<file path="config.mk">
export PLATFORM = sky130hd
export DESIGN_NAME = clk_div_mc_flat
export DESIGN_NICKNAME = d
export VERILOG_FILES = /design/src/rtl/clk_div_pkg.sv /design/src/rtl/clk_div_mc_if.sv /design/src/rtl/clk_div_chan.sv /design/src/rtl/clk_div_mc.sv /design/src/flat_wrapper.sv
export SDC_FILE = /design/constraint.sdc
export NUM_CORES = 1
export LEC_CHECK = 0
export CAP_MARGIN = 20
export CORE_ASPECT_RATIO = 1.5
export CORE_MARGIN = 2
export CORE_UTILIZATION = 46
export DETAILED_ROUTE_END_ITERATION = 10
export GPL_ROUTABILITY_DRIVEN = 1
export PLACE_DENSITY = 0.62
export SLEW_MARGIN = 15
export SYNTH_ARGS = -nofsm -noshare
export SYNTH_HDL_FRONTEND = slang
export SYNTH_SLANG_ARGS = --single-unit
</file>
<file path="constraint.sdc">
create_clock -name clk -period 7.3 [get_ports clk]
set_input_delay 1.46 -clock clk [delete_from_list [all_inputs] [get_ports clk]]
set_output_delay 1.46 -clock clk [all_outputs]
set_load 0.1 [all_outputs]
</file>
<file path="src/rtl/clk_div_pkg.sv">
// -----------------------------------------------------------------------------
// clk_div_pkg
// Shared definitions for the multi-channel fractional clock divider:
//   mode_e      - per-channel output mode (toggle clock or tick-only)
//   DEF_*       - default values for the divider parameters
// -----------------------------------------------------------------------------
package clk_div_pkg;

  typedef enum logic {
    MODE_TOGGLE = 1'b0,
    MODE_TICK   = 1'b1
  } mode_e;

  localparam int DEF_NCH     = 4;
  localparam int DEF_CNT_W   = 16;
  localparam int DEF_FRAC_W  = 8;
  localparam int DEF_DEF_INT = 0;

endpackage

</file>
<file path="src/rtl/clk_div_mc_if.sv">
// -----------------------------------------------------------------------------
// clk_div_mc_if
// Control/status bundle of clk_div_mc. All vectors are NCH channels wide;
// channel i of div_int/div_frac occupies [i*W +: W].
//   en        master->slave  per-channel run enable
//   div_int   master->slave  integer divisors
//   div_frac  master->slave  fractional divisors
//   mode      master->slave  0 = toggle clock, 1 = tick-only
//   load      master->slave  capture request for div_int/div_frac/mode
//   load_ack  slave->master  1-cycle pulse when captured settings go live
//   clk_out   slave->master  divided clocks
//   tick      slave->master  1-cycle strobe per half-period event
// -----------------------------------------------------------------------------
interface clk_div_mc_if
  import clk_div_pkg::*;
#(
  parameter int NCH    = DEF_NCH,
  parameter int CNT_W  = DEF_CNT_W,
  parameter int FRAC_W = DEF_FRAC_W
) ();

  logic [NCH-1:0]        en;
  logic [NCH*CNT_W-1:0]  div_int;
  logic [NCH*FRAC_W-1:0] div_frac;
  logic [NCH-1:0]        mode;
  logic [NCH-1:0]        load;
  logic [NCH-1:0]        load_ack;
  logic [NCH-1:0]        clk_out;
  logic [NCH-1:0]        tick;

  modport master (
    output en, div_int, div_frac, mode, load,
    input  load_ack, clk_out, tick
  );

  modport slave (
    input  en, div_int, div_frac, mode, load,
    output load_ack, clk_out, tick
  );

endinterface

</file>
<file path="src/rtl/clk_div_chan.sv">
// -----------------------------------------------------------------------------
// clk_div_chan
// One fractional divider channel. A counter runs from 0 up to
// act_int + carry; reaching it is an "event": the counter restarts, the
// fractional accumulator adds act_frac and its carry stretches the next
// half-period by one cycle. New settings are staged in a shadow and only
// swapped in at an event (or immediately while disabled) so no runt
// half-period is produced.
// Ports:
//   clk, reset         clock, synchronous active-high reset
//   en                 run enable
//   div_int, div_frac  divisor to capture on load
//   mode               output mode to capture on load
//   load               capture request
//   load_ack           pulse when captured settings become active
//   clk_out            divided clock (held 1 in tick mode / when disabled)
//   tick               strobe the cycle after each event
// -----------------------------------------------------------------------------
module clk_div_chan
  import clk_div_pkg::*;
#(
  parameter int CNT_W   = DEF_CNT_W,
  parameter int FRAC_W  = DEF_FRAC_W,
  parameter int DEF_INT = DEF_DEF_INT
) (
  input  logic              clk,
  input  logic              reset,
  input  logic              en,
  input  logic [CNT_W-1:0]  div_int,
  input  logic [FRAC_W-1:0] div_frac,
  input  logic              mode,
  input  logic              load,
  output logic              load_ack,
  output logic              clk_out,
  output logic              tick
);

  // One extra bit so act_int = all-ones plus a carry does not wrap.
  logic [CNT_W:0]    cnt_q, cnt_d;
  logic [FRAC_W-1:0] acc_q, acc_d;
  logic              carry_q, carry_d;
  logic              pend_q, pend_d;
  logic [CNT_W-1:0]  sh_int_q, sh_int_d;
  logic [FRAC_W-1:0] sh_frac_q, sh_frac_d;
  mode_e             sh_mode_q, sh_mode_d;
  logic [CNT_W-1:0]  act_int_q, act_int_d;
  logic [FRAC_W-1:0] act_frac_q, act_frac_d;
  mode_e             act_mode_q, act_mode_d;
  logic              tick_q, tick_d;
  logic              ack_q, ack_d;
  logic              clk_out_q, clk_out_d;

  logic [CNT_W:0]    limit_s;
  logic              evt_s;
  logic [FRAC_W:0]   acc_sum_s;
  mode_e             mode_eff_s;

  assign limit_s    = {1'b0, act_int_q} + {{CNT_W{1'b0}}, carry_q};
  assign evt_s      = (cnt_q == limit_s);
  assign acc_sum_s  = {1'b0, acc_q} + {1'b0, act_frac_q};
  // Mode that governs clk_out after this edge: a pending shadow goes live at
  // the event, so a switch to tick mode parks clk_out at 1 right away.
  assign mode_eff_s = pend_q ? sh_mode_q : act_mode_q;

  // Next-state logic for counter, accumulator, shadow/active settings, outputs.
  always_comb begin
    cnt_d      = cnt_q;
    acc_d      = acc_q;
    carry_d    = carry_q;
    pend_d     = pend_q;
    sh_int_d   = sh_int_q;
    sh_frac_d  = sh_frac_q;
    sh_mode_d  = sh_mode_q;
    act_int_d  = act_int_q;
    act_frac_d = act_frac_q;
    act_mode_d = act_mode_q;
    tick_d     = 1'b0;
    ack_d      = 1'b0;
    clk_out_d  = clk_out_q;

    if (!en) begin
      // Idle: abandon any period, park outputs, apply a pending load now.
      cnt_d     = {(CNT_W+1){1'b0}};
      acc_d     = {FRAC_W{1'b0}};
      carry_d   = 1'b0;
      clk_out_d = 1'b1;
      if (pend_q) begin
        act_int_d  = sh_int_q;
        act_frac_d = sh_frac_q;
        act_mode_d = sh_mode_q;
        pend_d     = 1'b0;
        ack_d      = 1'b1;
      end else begin
        pend_d = pend_q;
      end
    end else if (evt_s) begin
      cnt_d              = {(CNT_W+1){1'b0}};
      {carry_d, acc_d}   = acc_sum_s;
      tick_d             = 1'b1;
      clk_out_d          = (mode_eff_s == MODE_TICK) ? 1'b1 : ~clk_out_q;
      if (pend_q) begin
        // Period just finished on old settings; start fresh on the new ones.
        act_int_d  = sh_int_q;
        act_frac_d = sh_frac_q;
        act_mode_d = sh_mode_q;
        pend_d     = 1'b0;
        acc_d      = {FRAC_W{1'b0}};
        carry_d    = 1'b0;
        ack_d      = 1'b1;
      end else begin
        pend_d = pend_q;
      end
    end else begin
      cnt_d = cnt_q + {{CNT_W{1'b0}}, 1'b1};
    end

    // A capture on the same edge as an apply stays pending for the next event.
    if (load) begin
      sh_int_d  = div_int;
      sh_frac_d = div_frac;
      sh_mode_d = mode_e'(mode);
      pend_d    = 1'b1;
    end else begin
      sh_int_d = sh_int_q;
    end
  end

  // State register with synchronous reset.
  always_ff @(posedge clk) begin
    if (reset) begin
      cnt_q      <= {(CNT_W+1){1'b0}};
      acc_q      <= {FRAC_W{1'b0}};
      carry_q    <= 1'b0;
      pend_q     <= 1'b0;
      sh_int_q   <= {CNT_W{1'b0}};
      sh_frac_q  <= {FRAC_W{1'b0}};
      sh_mode_q  <= MODE_TOGGLE;
      act_int_q  <= CNT_W'(DEF_INT);
      act_frac_q <= {FRAC_W{1'b0}};
      act_mode_q <= MODE_TOGGLE;
      tick_q     <= 1'b0;
      ack_q      <= 1'b0;
      clk_out_q  <= 1'b1;
    end else begin
      cnt_q      <= cnt_d;
      acc_q      <= acc_d;
      carry_q    <= carry_d;
      pend_q     <= pend_d;
      sh_int_q   <= sh_int_d;
      sh_frac_q  <= sh_frac_d;
      sh_mode_q  <= sh_mode_d;
      act_int_q  <= act_int_d;
      act_frac_q <= act_frac_d;
      act_mode_q <= act_mode_d;
      tick_q     <= tick_d;
      ack_q      <= ack_d;
      clk_out_q  <= clk_out_d;
    end
  end

  assign load_ack = ack_q;
  assign clk_out  = clk_out_q;
  assign tick     = tick_q;

endmodule

</file>
<file path="src/rtl/clk_div_mc.sv">
// -----------------------------------------------------------------------------
// clk_div_mc
// NCH independent fractional clock dividers. The top only slices the
// interface vectors and instantiates one clk_div_chan per channel.
// Ports:
//   clk    clock
//   reset  synchronous active-high reset
//   bus    clk_div_mc_if slave: en, div_int, div_frac, mode, load in;
//          load_ack, clk_out, tick out
// -----------------------------------------------------------------------------
module clk_div_mc
  import clk_div_pkg::*;
#(
  parameter int NCH     = DEF_NCH,
  parameter int CNT_W   = DEF_CNT_W,
  parameter int FRAC_W  = DEF_FRAC_W,
  parameter int DEF_INT = DEF_DEF_INT
) (
  input  logic         clk,
  input  logic         reset,
  clk_div_mc_if.slave  bus
);

  for (genvar i = 0; i < NCH; i++) begin : g_chan
    clk_div_chan #(
      .CNT_W   (CNT_W),
      .FRAC_W  (FRAC_W),
      .DEF_INT (DEF_INT)
    ) u_chan (
      .clk      (clk),
      .reset    (reset),
      .en       (bus.en[i]),
      .div_int  (bus.div_int[i*CNT_W +: CNT_W]),
      .div_frac (bus.div_frac[i*FRAC_W +: FRAC_W]),
      .mode     (bus.mode[i]),
      .load     (bus.load[i]),
      .load_ack (bus.load_ack[i]),
      .clk_out  (bus.clk_out[i]),
      .tick     (bus.tick[i])
    );
  end

endmodule

</file>
<file path="src/flat_wrapper.sv">
// flat-port wrapper written by rule: the top's interface ports become plain ports
module clk_div_mc_flat import clk_div_pkg::*;
#(
  parameter int NCH     = DEF_NCH,
  parameter int CNT_W   = DEF_CNT_W,
  parameter int FRAC_W  = DEF_FRAC_W,
  parameter int DEF_INT = DEF_DEF_INT
)
  (clk, reset, bus_en, bus_div_int, bus_div_frac, bus_mode, bus_load, bus_load_ack, bus_clk_out, bus_tick);
  clk_div_mc_if #(.NCH(NCH), .CNT_W(CNT_W), .FRAC_W(FRAC_W)) bus_i ();
  input  logic clk;
  input  logic reset;
  input wire logic [$bits(bus_i.en)-1:0] bus_en;
  input wire logic [$bits(bus_i.div_int)-1:0] bus_div_int;
  input wire logic [$bits(bus_i.div_frac)-1:0] bus_div_frac;
  input wire logic [$bits(bus_i.mode)-1:0] bus_mode;
  input wire logic [$bits(bus_i.load)-1:0] bus_load;
  output wire logic [$bits(bus_i.load_ack)-1:0] bus_load_ack;
  output wire logic [$bits(bus_i.clk_out)-1:0] bus_clk_out;
  output wire logic [$bits(bus_i.tick)-1:0] bus_tick;
  assign bus_i.en = bus_en;
  assign bus_i.div_int = bus_div_int;
  assign bus_i.div_frac = bus_div_frac;
  assign bus_i.mode = bus_mode;
  assign bus_i.load = bus_load;
  assign bus_load_ack = bus_i.load_ack;
  assign bus_clk_out = bus_i.clk_out;
  assign bus_tick = bus_i.tick;
  clk_div_mc #(.NCH(NCH), .CNT_W(CNT_W), .FRAC_W(FRAC_W), .DEF_INT(DEF_INT)) u_core (.clk(clk), .reset(reset), .bus(bus_i));
endmodule
</file>
==> results of run 1 <==
==> cell type report <==
class | instances | share of cell area [%]
multi-input combinational | 1341 | 49.19
sequential | 320 | 34.34
clock inverter | 13 | 0.9188
inverter | 37 | 0.7712
timing repair buffer | 133 | 6.975
tap | 473 | 3.172
clock buffer | 41 | 4.627
==> synthesized netlist by cell type, drive strengths merged, types with 4 or more instances <==
master	count	area share [%]
dfxtp	320	39
nand2	229	5.3
nor2	201	4.6
mux2i	181	11
clkbuf	85	2.0
xnor2	81	4.3
xor2	72	3.9
nand3	62	2.0
buf	54	2.0
ha	44	3.4
inv	37	0.85
a21oi	34	1.0
a31oi	32	1.2
nand4	30	1.4
and3	28	1.1
o311ai	28	1.5
a22o	27	1.4
o2111ai	26	1.4
nor3b	25	1.1
o21ai	24	0.76
nor3	23	0.70
nor2b	16	0.61
a21o	15	0.69
nor4	15	0.91
and2	13	0.50
o32ai	10	0.54
and4	9	0.50
o211ai	9	0.41
o21bai	9	0.41
or3	8	0.31
a211oi	7	0.32
nand2b	6	0.23
nand4b	6	0.32
o21a	6	0.28
or4	5	0.23
a2111oi	4	0.21
fa	4	0.49
nor4b	4	0.25
o22ai	4	0.15
==> cell families after synthesis <==
kind of cell    Yosys count
compound gates          266
flops                   320
xor+xnor                153
simple gates            690
fa+ha+maj                48
mux                     184
buf+inv                 176
==> state kept, by name, summed over array words and instances, names as in the netlist, 32 cells and up <==
name	count
u_core.g_chan.u_chan.cnt_q	68
u_core.g_chan.u_chan.acc_q	32
u_core.g_chan.u_chan.act_int_q	64
u_core.g_chan.u_chan.act_frac_q	32
u_core.g_chan.u_chan.sh_int_q	64
u_core.g_chan.u_chan.sh_frac_q	32
==> power groups by stage <==
stage / sequential [mW] / combinational [mW] / clock [mW]
floorplan: 1.93 / 0.683 / 0
global placement: 1.97 / 0.827 / 0
detailed placement: 1.98 / 0.841 / 0
CTS: 1.94 / 0.843 / 1.70
global route: 1.95 / 0.906 / 1.77
finish: 1.94 / 0.836 / 1.65
==> stage by stage <==
step	cell area, um^2	hold WS, ns	total power, mW	cells	worst slack, ns
6_report	18660	0.4543	4.426	2358	3.467
5_1_grt	18660	0.4777	4.626	2358	3.070
4_1_cts	18660	0.4580	4.482	2358	3.440
3_5_place_dp	17620	0.4486	2.817	2304	3.401
3_3_place_gp	17610	0.4420	2.802	2303	3.464
2_1_floorplan	16350	0.4341	2.614	1837	4.395
==> metal layers <==
layer	vias up	track usage (%)
li1	6523	-
met1	6014	23.59
met2	207	35.32
met3	61	2.637
met4	2	6.116
met5	-	0
==> worst max path at each step <==
stage                                                                    end                                         startpoint  slack [ns]
after CTS                       u_core.g_chan[0].u_chan.clk_out$_SDFFE_PP1P_  u_core.g_chan[0].u_chan.act_int_q[0]$_SDFFE_PP0P_        3.44
after global routing            u_core.g_chan[0].u_chan.clk_out$_SDFFE_PP1P_  u_core.g_chan[0].u_chan.act_int_q[0]$_SDFFE_PP0P_        3.07
after detailed placement        u_core.g_chan[0].u_chan.clk_out$_SDFFE_PP1P_  u_core.g_chan[0].u_chan.act_int_q[0]$_SDFFE_PP0P_        3.40
final                           u_core.g_chan[0].u_chan.clk_out$_SDFFE_PP1P_  u_core.g_chan[0].u_chan.act_int_q[0]$_SDFFE_PP0P_        3.47
after global placement     u_core.g_chan[0].u_chan.act_int_q[6]$_SDFFE_PP0P_                                          bus_en[0]        3.46
after floorplan           u_core.g_chan[0].u_chan.act_int_q[10]$_SDFFE_PP0P_  u_core.g_chan[0].u_chan.act_int_q[0]$_SDFFE_PP0P_        4.40
==> worst max-delay path: cells and delay by family, from the launching register on <==
family | cells | cell delay [ns]
compound gates | 3 | 1.06
fa+ha+maj | 2 | 0.67
flops | 1 | 0.34
simple gates | 4 | 1.71
==> out/metrics.yaml, run 1 <==
routed-via-count: 12810
endpoint_kind: "flop"
fin_util_pct: 53.31
cp.arrival_ns: 4.35
grtUsageTotal_pct: 19.54
cts_root_buffer: "clkbuf_16"
layout_common_cells: "dfxtp_1 (319), nand2_1 (228), nor2_1 (201)"
fillers: 3251
rows: 84
setup_violations: 0
path_cells: "ha_1, ha_1, nand4_1, or3_1, o21a_1, nor4_1, nand4_4, o21ai_2, o22a_1"
r2r_start: "u_core.g_chan[0].u_chan.act_int_q[0]$_SDFFE_PP0P_"
period_minus_slack_ns: 3.833
synthMuxAreaShare_pct: 11.29
yosys_warnings: 0
path_class: "flop to flop"
drive_above_1_share_pct: 4.562
antenna_found_initial: 1
synthAdderAreaFrac_pct: 3.857
power_switching_share_pct: 29.88
area_growth_pct: 14.12
rsz0062_at_grt: "false"
min_path_type: "flop to flop"
synth_top_flop_cell: "dfxtp_1"
worst_path_max_delay_cell: "o21ai_2"
hp-start: "u_core.g_chan[3].u_chan.sh_int_q[8]$_SDFFE_PP0P_"
die-area_um2: 37100
clockPowerShare_pct: 37.3
syn_area_um2: 16350
ir_drop_mv: 0.1655
drtIter0Drc: 625
synth.avg_cell_area_um2: 8.899
nNetsFinal: 2022
grt_pass1_vias: 12530
core_um2: 35000
slew_violations: 0
p_sw_mw: 1.322
post-route-period-util_pct: 52.51
fp.dieW_um: 157.9
synthXorXnorAreaFrac_pct: 8.197
worstPathRequired_ns: 7.82
wl_met1_um: 15960
postCtsResizedCells: 0
synth_edf_count: 0
met2_length_um: 18390
hold_end: "u_core.g_chan[3].u_chan.act_int_q[8]$_SDFFE_PP0P_"
power.density_nw_per_um2: 237.2
grt_max_degree: 115
crit_fanout: 28
finalHoldViolCount: 0
setup_tns_ns: 0
maxCapViolations: 0
path_clk_slew_ns: 0.06
start_util_pct: 46.71
topRoutingLayerUsed: "met5"
fin_skew_ns: 0.008038
status: "complete, no violations"
vias_per_cell: 5.431
pwr-share-comb_pct: 18.9
mostFrequentLayoutCell: "dfxtp_1"
wl_um: 36460
grt_first_pass_wirelength_um: 60770
dp_hpwl_um: 25190
multi_input_area_um2: 9178
cts_tree: "built"
register_area_um2: 6407
met3_length_um: 1175
yosysSeqAreaShare_pct: 39.19
antenna_left: 0
synth_compound_area_share_pct: 12.09
intPower_mw: 3.104
htree_levels: 1
async_flop_share_pct: 0
cts_buffers: 31
yosys.area_share.simple_pct: 20.56
hold_depth: 2
synth_cells: 1837
clock_sinks: 320
reg2reg_slack_ns: 3.47
crit_top_cell: "ha_1"
wl_per_cell_um: 15.46
worstSetupStartpointType: "flop"
r2r-end: "u_core.g_chan[0].u_chan.clk_out$_SDFFE_PP1P_"
fmax_mhz: 260.9
tightest_slew_ns: 1.082
route.detailed.drc: 0
n_antenna_cell: 0
gp_congestion: 0.8914
synth_top_family_by_area: "simple AND/OR/NAND/NOR gates"
port_buffers: 121
slew_headroom_pct: 27.64
slowest_delay_ns: 0.74
pwr-share-seq_pct: 43.8
netlist-cell-type-count: 80
r2r_cells: 9
worstSkewPairLatency_ns: 0.57
dr.pass1.iters: 5
io_pins: 122
p_leak_nw: 7.172
synth_fp_nets: 1995
die_h_um: 234.9
holdBufCountCts: 0
post_cts_buffers: 0
synth-seq-cells: 320
gr-total-overflow: 0
clk_path_buf_depth: 3
Note: power is estimated with default switching activity, not from simulation.
==> inputs of run 2 (changes only) <==
==> constraint.sdc (replaced) <==
create_clock -name clk -period 3.99 [get_ports clk]
set_input_delay 0.798 -clock clk [delete_from_list [all_inputs] [get_ports clk]]
set_output_delay 0.798 -clock clk [all_outputs]
set_load 0.1 [all_outputs]
==> run 2 against run 1 <==
Effect of this change: die area is the same; core utilization rose by 0.65 points; via count is 0.66% higher; worst hold slack lost 0.0024 ns; fmax increased by 6.7%; design area increased by 1.2%; total power rose by 92%; critical path depth is the same; critical endpoint unchanged; highest routed layer unchanged.
==> out/metrics.yaml, run 2 (same netlist as run 1, synthesis figures left out) <==
status: "complete, no violations"  # unchanged
drtIter0Drc: 692  # was 625
worstPathRequired_ns: 4.45  # was 7.82 ns
clock_sinks: 320  # unchanged
fp.dieW_um: 157.9  # unchanged
stdcell_count: 2371  # was 2358
worstSetupStartpointType: "flop"  # unchanged
slew_violations: 0  # unchanged
post-route-period-util_pct: 89.99  # was 52.51%
dr.pass1.iters: 7  # was 5
ir_drop_mv: 0.4056  # was 0.1655 mV
wl_um: 36890  # was 36460 um
die_h_um: 234.9  # unchanged
postCtsResizedCells: 0  # unchanged
regMostFlops: "u_core.g_chan.u_chan.cnt_q"  # unchanged
power.density_nw_per_um2: 451.0  # was 237.2 nW/um^2
routed-via-count: 12890  # was 12810
clk_path_buf_depth: 3  # unchanged
multi_input_area_um2: 9178  # unchanged
vias_per_cell: 5.437  # was 5.431
dp_cells: 2311  # was 2304
setup_violations: 0  # unchanged
io_pins: 122  # unchanged
largest_reg_flops: 68  # unchanged
min_path_type: "flop to flop"  # unchanged
maxCapViolations: 0  # unchanged
area_growth_pct: 15.51  # was 14.12%
worstSkewPairLatency_ns: 0.53  # was 0.57 ns
drive_above_1_share_pct: 5.216  # was 4.562%
grt_first_pass_wirelength_um: 61060  # was 60770 um
slew_headroom_pct: 29.75  # was 27.64%
antenna_found_initial: 1  # unchanged
cp.arrival_ns: 4.05  # was 4.35 ns
dp_hpwl_um: 25460  # was 25190 um
die-area_um2: 37100  # unchanged
post_cts_buffers: 0  # unchanged
fmax_mhz: 278.5  # was 260.9 MHz
gr-total-overflow: 0  # unchanged
fin_skew_ns: 0.01303  # was 0.008038 ns
period_minus_slack_ns: 3.591  # was 3.833 ns
gp_congestion: 0.8499  # was 0.8914
grt_pass1_vias: 12580  # was 12530
htree_levels: 2  # was 1
mostFrequentLayoutCell: "dfxtp_1"  # unchanged
fillers: 3236  # was 3251
endpoint_kind: "flop"  # unchanged
rsz0062_at_grt: "false"  # unchanged
start_util_pct: 46.71  # unchanged
n_antenna_cell: 0  # unchanged
wl_per_cell_um: 15.56  # was 15.46 um
p_leak_nw: 7.288  # was 7.172 nW
path_clk_slew_ns: 0.06  # about the same
antenna_left: 0  # unchanged
finalHoldViolCount: 0  # unchanged
route.detailed.drc: 0  # unchanged
grtUsageTotal_pct: 19.84  # was 19.54%
core_um2: 35000  # unchanged
register_area_um2: 6407  # unchanged
nNetsFinal: 2032  # was 2022
crit_fanout: 17  # was 28
grt_max_degree: 95  # was 115
setup_tns_ns: 0  # unchanged
cts_buffers: 34  # was 31
hold_ws_ns: 0.4518  # was 0.4543 ns
path_class: "flop to flop"  # unchanged
cts_tree: "built"  # unchanged
holdBufCountCts: 0  # unchanged
cts_root_buffer: "clkbuf_16"  # unchanged
top_regs: "u_core.g_chan.u_chan.cnt_q (68), u_core.g_chan.u_chan.act_int_q (64), u_core.g_chan.u_chan.sh_int_q (64)"  # unchanged
port_buffers: 121  # unchanged
rows: 84  # unchanged
tightest_slew_ns: 1.050  # was 1.082 ns
layout_common_cells: "dfxtp_1 (319), nand2_1 (228), nor2_1 (201)"  # unchanged
[run 2: cell types whose count changed in the layout (fill, tap and decap cells not counted)]
cell | previous run | this run
buf_8 | 1 | 0
buf_4 | 12 | 19
clkbuf_8 | 5 | 9
clkbuf_16 | 31 | 35
bufinv_16 | 4 | 5
buf_12 | 0 | 1
clkinv_2 | 7 | 4
[run 2: final cells by class]
class	count	area share, %
clock buffers	49	5.393
clock inverters	11	0.9872
inverters	37	0.7619
multi-input cells	1341	48.60
flip-flops and latches	320	33.93
well taps	473	3.134
repair buffers	140	7.195
[run 2: worst max-delay path, stage by stage, from the launching register on]
cell     delay (ns)
dfxtp_1        0.35
ha_1           0.24
ha_1           0.36
nand4_1        0.25
or3_1          0.45
o21a_1         0.12
nor4_1         0.52
nand4_4        0.35
o21ai_2        0.65
o22a_1         0.23
[run 2: metrics by stage]
stage	cell area, um^2	worst slack (ns)	utilization (%)	total power, mW
floorplan	16350	1.085	-	4.782
global placement	17680	0.5646	50.51	5.163
detailed placement	17680	0.4696	50.51	5.191
CTS	18880	0.4181	53.96	8.621
global route	18880	0.1370	53.96	8.870
finish	18880	0.3993	53.96	8.517
[run 2: path summary, 6_finish.rpt]
| path | from | depth (start not counted) | slack (ns) | end |
|---|---|---|---|---|
| worst max-delay path | u_core.g_chan[0].u_chan.act_int_q[0]$_SDFFE_PP0P_ | 9 | 0.40 | u_core.g_chan[0].u_chan.clk_out$_SDFFE_PP1P_ |
| worst min-delay path | u_core.g_chan[3].u_chan.sh_int_q[8]$_SDFFE_PP0P_ | 2 | 0.45 | u_core.g_chan[3].u_chan.act_int_q[8]$_SDFFE_PP0P_ |
| worst max register to register | u_core.g_chan[0].u_chan.act_int_q[0]$_SDFFE_PP0P_ | 9 | 0.40 | u_core.g_chan[0].u_chan.clk_out$_SDFFE_PP1P_ |
| worst min register to register | u_core.g_chan[3].u_chan.sh_int_q[8]$_SDFFE_PP0P_ | 2 | 0.45 | u_core.g_chan[3].u_chan.act_int_q[8]$_SDFFE_PP0P_ |
[run 2: power by group]
group          switching [mW]  internal [mW]
Clock                    1.31           2.10
Sequential              0.186           3.37
Combinational           0.986          0.568
[run 2: per-layer routing]
metal / vias to the layer above / global-route usage, % / wire length (um) / part of all wire [%]
li1: 6566 / - / - / -
met1: 6047 / 23.73 / 15960 / 43
met2: 207 / 35.23 / 18420 / 50
met3: 69 / 3.135 / 1297 / 3.5
met4: 2 / 7.355 / 1198 / 3.2
met5: - / 0 / 13 / 0.035
==> variant 1, RTL diff (flow settings as in run 2) <==
Make the reset (`reset`) asynchronous in one clocked block. Comments in the files are not updated.
--- a/src/rtl/clk_div_chan.sv
+++ b/src/rtl/clk_div_chan.sv
@@ -126,7 +126,7 @@
   end
 
   // State register with synchronous reset.
-  always_ff @(posedge clk) begin
+  always_ff @(posedge clk or posedge reset) begin
     if (reset) begin
       cnt_q      <= {(CNT_W+1){1'b0}};
       acc_q      <= {FRAC_W{1'b0}};
Function: differs if reset is asserted again (counterexample within 4 cycles, from zero or initial values and one cycle with reset high); with reset held inactive, the same outputs for 4 cycles.
==> variant 1 against run 2 <==
- critical path depth unchanged
- final area is 7.8% higher
- largest power group unchanged
- routed wire length grew 3.7%
- sequential cell count stayed put
- worst setup slack gained 0.42 ns
- power decreased by 1.1%
- count of clock-buffer cells in the layout decreased by 1
- synthesized area up 8.0%
==> variant 1: results <==
group,metric,value,unit
synthesis,ys.flop_type,"dfrtp_1",
setup_path,crit_path_max_incr_delay,0.56,ns
cells_and_area,reg_top3,"u_core.g_chan.u_chan.cnt_q x68, u_core.g_chan.u_chan.act_int_q x64, u_core.g_chan.u_chan.sh_int_q x64",
global_routing,grt_pass1_wl,65110,um
route,vias_per_cell,5.600,
worst_hold_path,hp-class,"register to register",
clock_network,cts.clk_slew.worst_paths,0.07,ns
placement,numPortBuffers,121,
synthesis,ys_top_cells_by_count,"316 x dfrtp_1, 153 x nand2_1, 141 x nor2_1, 133 x mux2_2",
placement,gp_congestion,0.8380,
synthesis,ys_types,75,
global_routing,met3_usage,0.02809,
cells_and_area,n_antenna_cell,0,
cells_and_area,final_nets,1965,
clock_network,cts.path.max_buffers,3,
cells_and_area,drive_above_1_share,0.1435,
status,status,"completed",
power,power.leakage,0.008541,uW
global_routing,grt_pass1_vias,13289,
sta,fin_worst_skew,0.02434,ns
setup_path,critPathMaxFanout,30,
power,vdd_drop_max,387.2,uV
synthesis,synthArstFlopShare,1.000,
global_routing,antenna_found_initial,0,
synthesis,yosysWarnings,0,
synthesis,synth-seq-area-share,0.4540,
global_routing,grt_max_degree,90,
route,wire_per_inst,16.47,um
clock_network,cts_buffers,35,
global_routing,track_usage,0.1955,
flow_run,drv_cap,0,
placement,place_ws,0.8630,ns
setup_path,crit_arrival,3.57,ns
route,drt_iter0_markers,619,
clock_network,htree_levels,2,
sta,maxSlewHeadroom,0.3413,
clock_network,postCtsSetupRepairBufs,0,
synthesis,syn_nets,1897,
global_routing,grt_util_met2,0.3543,
clock_network,root_buffer,"clkbuf_16",
setup_path,crit_family,"simple AND/OR/NAND/NOR gates",
clock_network,post_cts_resize_count,0,
synthesis,netlist_top_cells_area,"dfrtp_1 45%, mux2_2 8.5%, xnor2_1 3.7%",
global_routing,globalRouteMet1Util,0.2396,
placement,placed_area,19200,sq um
setup_path,cp_slowest_cell,"or4_1",
placement,hpwlAfterDp,26160,um
clock_network,insertion_delay,0.53,ns
route,dr.pass1.iters,5,
## variant 1: cell types whose count changed in the layout (fill, tap and decap cells not counted), moves of 33 or more
cell,run 2,this run
o21ai_0,19,52
nand2_1,228,153
nor2_1,201,140
mux2i_1,181,20
mux2_2,2,133
dfxtp_1,319,0
dfrtp_1,0,315
o211ai_1,9,59
## variant 1: per-stage QoR
stage          total power [uW]  std cells
2_1_floorplan              4841       1739
3_3_place_gp               5199       2258
3_5_place_dp               5243       2259
4_1_cts                    8537       2322
5_1_grt                    8855       2322
6_report                   8420       2322
## variant 1: worst reg2reg max path, stage by stage (launching register included)
cell      delay (ns)
dfrtp_1         0.37
ha_1            0.22
ha_1            0.26
nand4_1         0.16
or3_1           0.38
or4_1           0.56
a211oi_4        0.26
buf_4           0.37
nor2_1          0.09
or3_1           0.38
## variant 1: routing by layer
metal  vias to the layer above  part of all wire  routed length (um)
met5                         -                 0                   0
met4                         0             0.021                 810
met3                        59             0.033                1268
met2                       219              0.52               19860
met1                      6431              0.43               16310
li1                       6294                 -                   -
## variant 1: cells by family (layout without fill, tap and decap cells)
family | Yosys count | in the layout | synth area share
XOR/XNOR | 150 | 150 | 0.07444
buffers and inverters | 169 | 263 | 0.04112
adder cells (fa/ha/maj) | 48 | 48 | 0.03573
AO/OA/AOI/OAI | 257 | 257 | 0.1029
flip-flops | 320 | 320 | 0.4540
multiplexers | 172 | 172 | 0.1124
AND/OR/NAND/NOR | 623 | 623 | 0.1794
## variant 1: layout make-up
type                       instances  area (sq um)
timing repair buffer             147          1441
tap                              489         611.8
fill                            3353         17420
clock buffer                      48          1006
clock inverter                    15         145.1
sequential                       320          8014
multi-input combinational       1250          8932
inverter                          53         202.7
## variant 1: final timing paths
check,slack [ns],cells past startpoint,startpoint,end
worst max-delay path,0.82,9,u_core.g_chan[1].u_chan.act_int_q[0],u_core.g_chan[1].u_chan.act_int_q[9]
worst min-delay path,0.49,1,u_core.g_chan[0].u_chan.sh_frac_q[2],u_core.g_chan[0].u_chan.act_frac_q[2]
worst max register to register,0.82,9,u_core.g_chan[1].u_chan.act_int_q[0],u_core.g_chan[1].u_chan.act_int_q[9]
worst min register to register,0.49,1,u_core.g_chan[0].u_chan.sh_frac_q[2],u_core.g_chan[0].u_chan.act_frac_q[2]
max in group asynchronous,2.34,3,reset,u_core.g_chan[1].u_chan.sh_int_q[6]
min in group asynchronous,0.74,2,reset,u_core.g_chan[0].u_chan.cnt_q[2]
## variant 1: where the power goes
part	switching [uW]	internal, uW	total (uW)
logic	590	673	1260
registers	369	3540	3910
clock network	1340	1900	3240
total	2300	6120	8420
==> variant 2, RTL diff (config.mk and constraints of run 2) <==
Made on the original files. `DEF_CNT_W`: 16 -> 24.
--- a/src/rtl/clk_div_pkg.sv
+++ b/src/rtl/clk_div_pkg.sv
@@ -12,7 +12,7 @@
   } mode_e;
 
   localparam int DEF_NCH     = 4;
-  localparam int DEF_CNT_W   = 16;
+  localparam int DEF_CNT_W   = 24;
   localparam int DEF_FRAC_W  = 8;
   localparam int DEF_DEF_INT = 0;
 
Interface: changed (resized bus_div_int); port bits go from 122 to 154. No check against the original RTL was run, so the function may have changed too.
==> variant 2 against run 2 <==
- synthesized area grew 24%
- clock power grew 7.3%
- hold slack gained 0.0099 ns
- routed wire length grew 25%
- die area grew 23%
- sequential cell count grew 96
- power grew 12%
- final area grew 24%
- non-clock buffer count grew 34
- worst setup slack lost 0.021 ns
- core utilization shrank 0.18 points
- critical path type unchanged
- largest power group unchanged
==> variant 2: results <==
group,metric,value,unit
status,status,"completed",
synthesis,ys_top_cells_by_count,"416 x dfxtp_1, 405 x nor2_1, 281 x mux2i_1, 132 x xnor2_1, 106 x xor2_1",
placement,hpwlAfterDp,34490,um
synthesis,ys_types,87,
setup_path,r2r_cells,10,
setup_path,cp_slowest_cell,"or4_4",
power,power.leakage,0.009482,uW
setup_path,crit_start,"u_core.g_chan[1].u_chan.carry_q",
floorplanning,taps,576,
route,drt_iter0_markers,605,
synthesis,netlist_top_cells_area,"dfxtp_1 41%, mux2i_1 14%, nor2_1 7.5%",
cells_and_area,reg_top3,"u_core.g_chan.u_chan.cnt_q x100, u_core.g_chan.u_chan.act_int_q x96, u_core.g_chan.u_chan.sh_int_q x96",
placement,gp_congestion,0.8846,
cells_and_area,design.seq.count,416,
cells_and_area,n_antenna_cell,1,
cells_and_area,seq_area_frac,0.3549,
worst_hold_path,worstHoldStart,"u_core.g_chan[0].u_chan.acc_q[2]",
clock_network,cts_buffers,41,
sta,clock.fmax,0.2769,GHz
placement,place_ws,0.2748,ns
cells_and_area,nNonClkInverters,46,
global_routing,grt_util_met2,0.3839,
cells_and_area,final_nets,2500,
synthesis,syn_nets,2396,
route,vias_per_cell,5.246,
cells_and_area,num-nonclk-buffers,174,
cells_and_area,clkCellAreaFrac,0.05268,
route,wire_per_inst,15.89,um
cells_and_area,fillers,3998,
cells_and_area,clock_buffers,55,
synthesis,synth-seq-area-share,0.4109,
global_routing,grt_max_degree,85,
power,vdd_drop_max,322.9,uV
worst_hold_path,whs_endpoint,"u_core.g_chan[0].u_chan.acc_q[2]",
placement,numPortBuffers,153,
cells_and_area,buf_share,0.07395,
global_routing,grt_pass1_vias,15138,
variant 2: timing repair:
item                                    4_1_cts  5_1_grt
setup buffers                                 0        0
endpoints found under the setup margin        0       33
gates resized for setup                       0        1
hold endpoints to repair                      0        0
variant 2: metal layers:
metal,vias up,part of all wire
met1,7190,0.42
met2,226,0.52
li1,7786,-
met3,75,0.030
met5,-,0
met4,0,0.029
variant 2: kinds of logic after synthesis:
kind of cell             Yosys count  share of synthesized area
AND/OR/NAND/NOR                  870                     0.2103
flip-flops                       416                     0.4109
multiplexers                     282                     0.1393
XOR/XNOR                         238                     0.1029
AO/OA/AOI/OAI                    193                    0.06983
buffers and inverters            159                    0.03556
adder cells (fa/ha/maj)           48                    0.03112
variant 2: where the power goes:
part	internal [uW]	switching, uW	total (uW)	leakage, uW
Clock	2090	1570	3660	0.000613
Sequential	4330	164	4490	0.00339
Combinational	630	775	1410	0.00548
Total	7050	2510	9560	0.00948
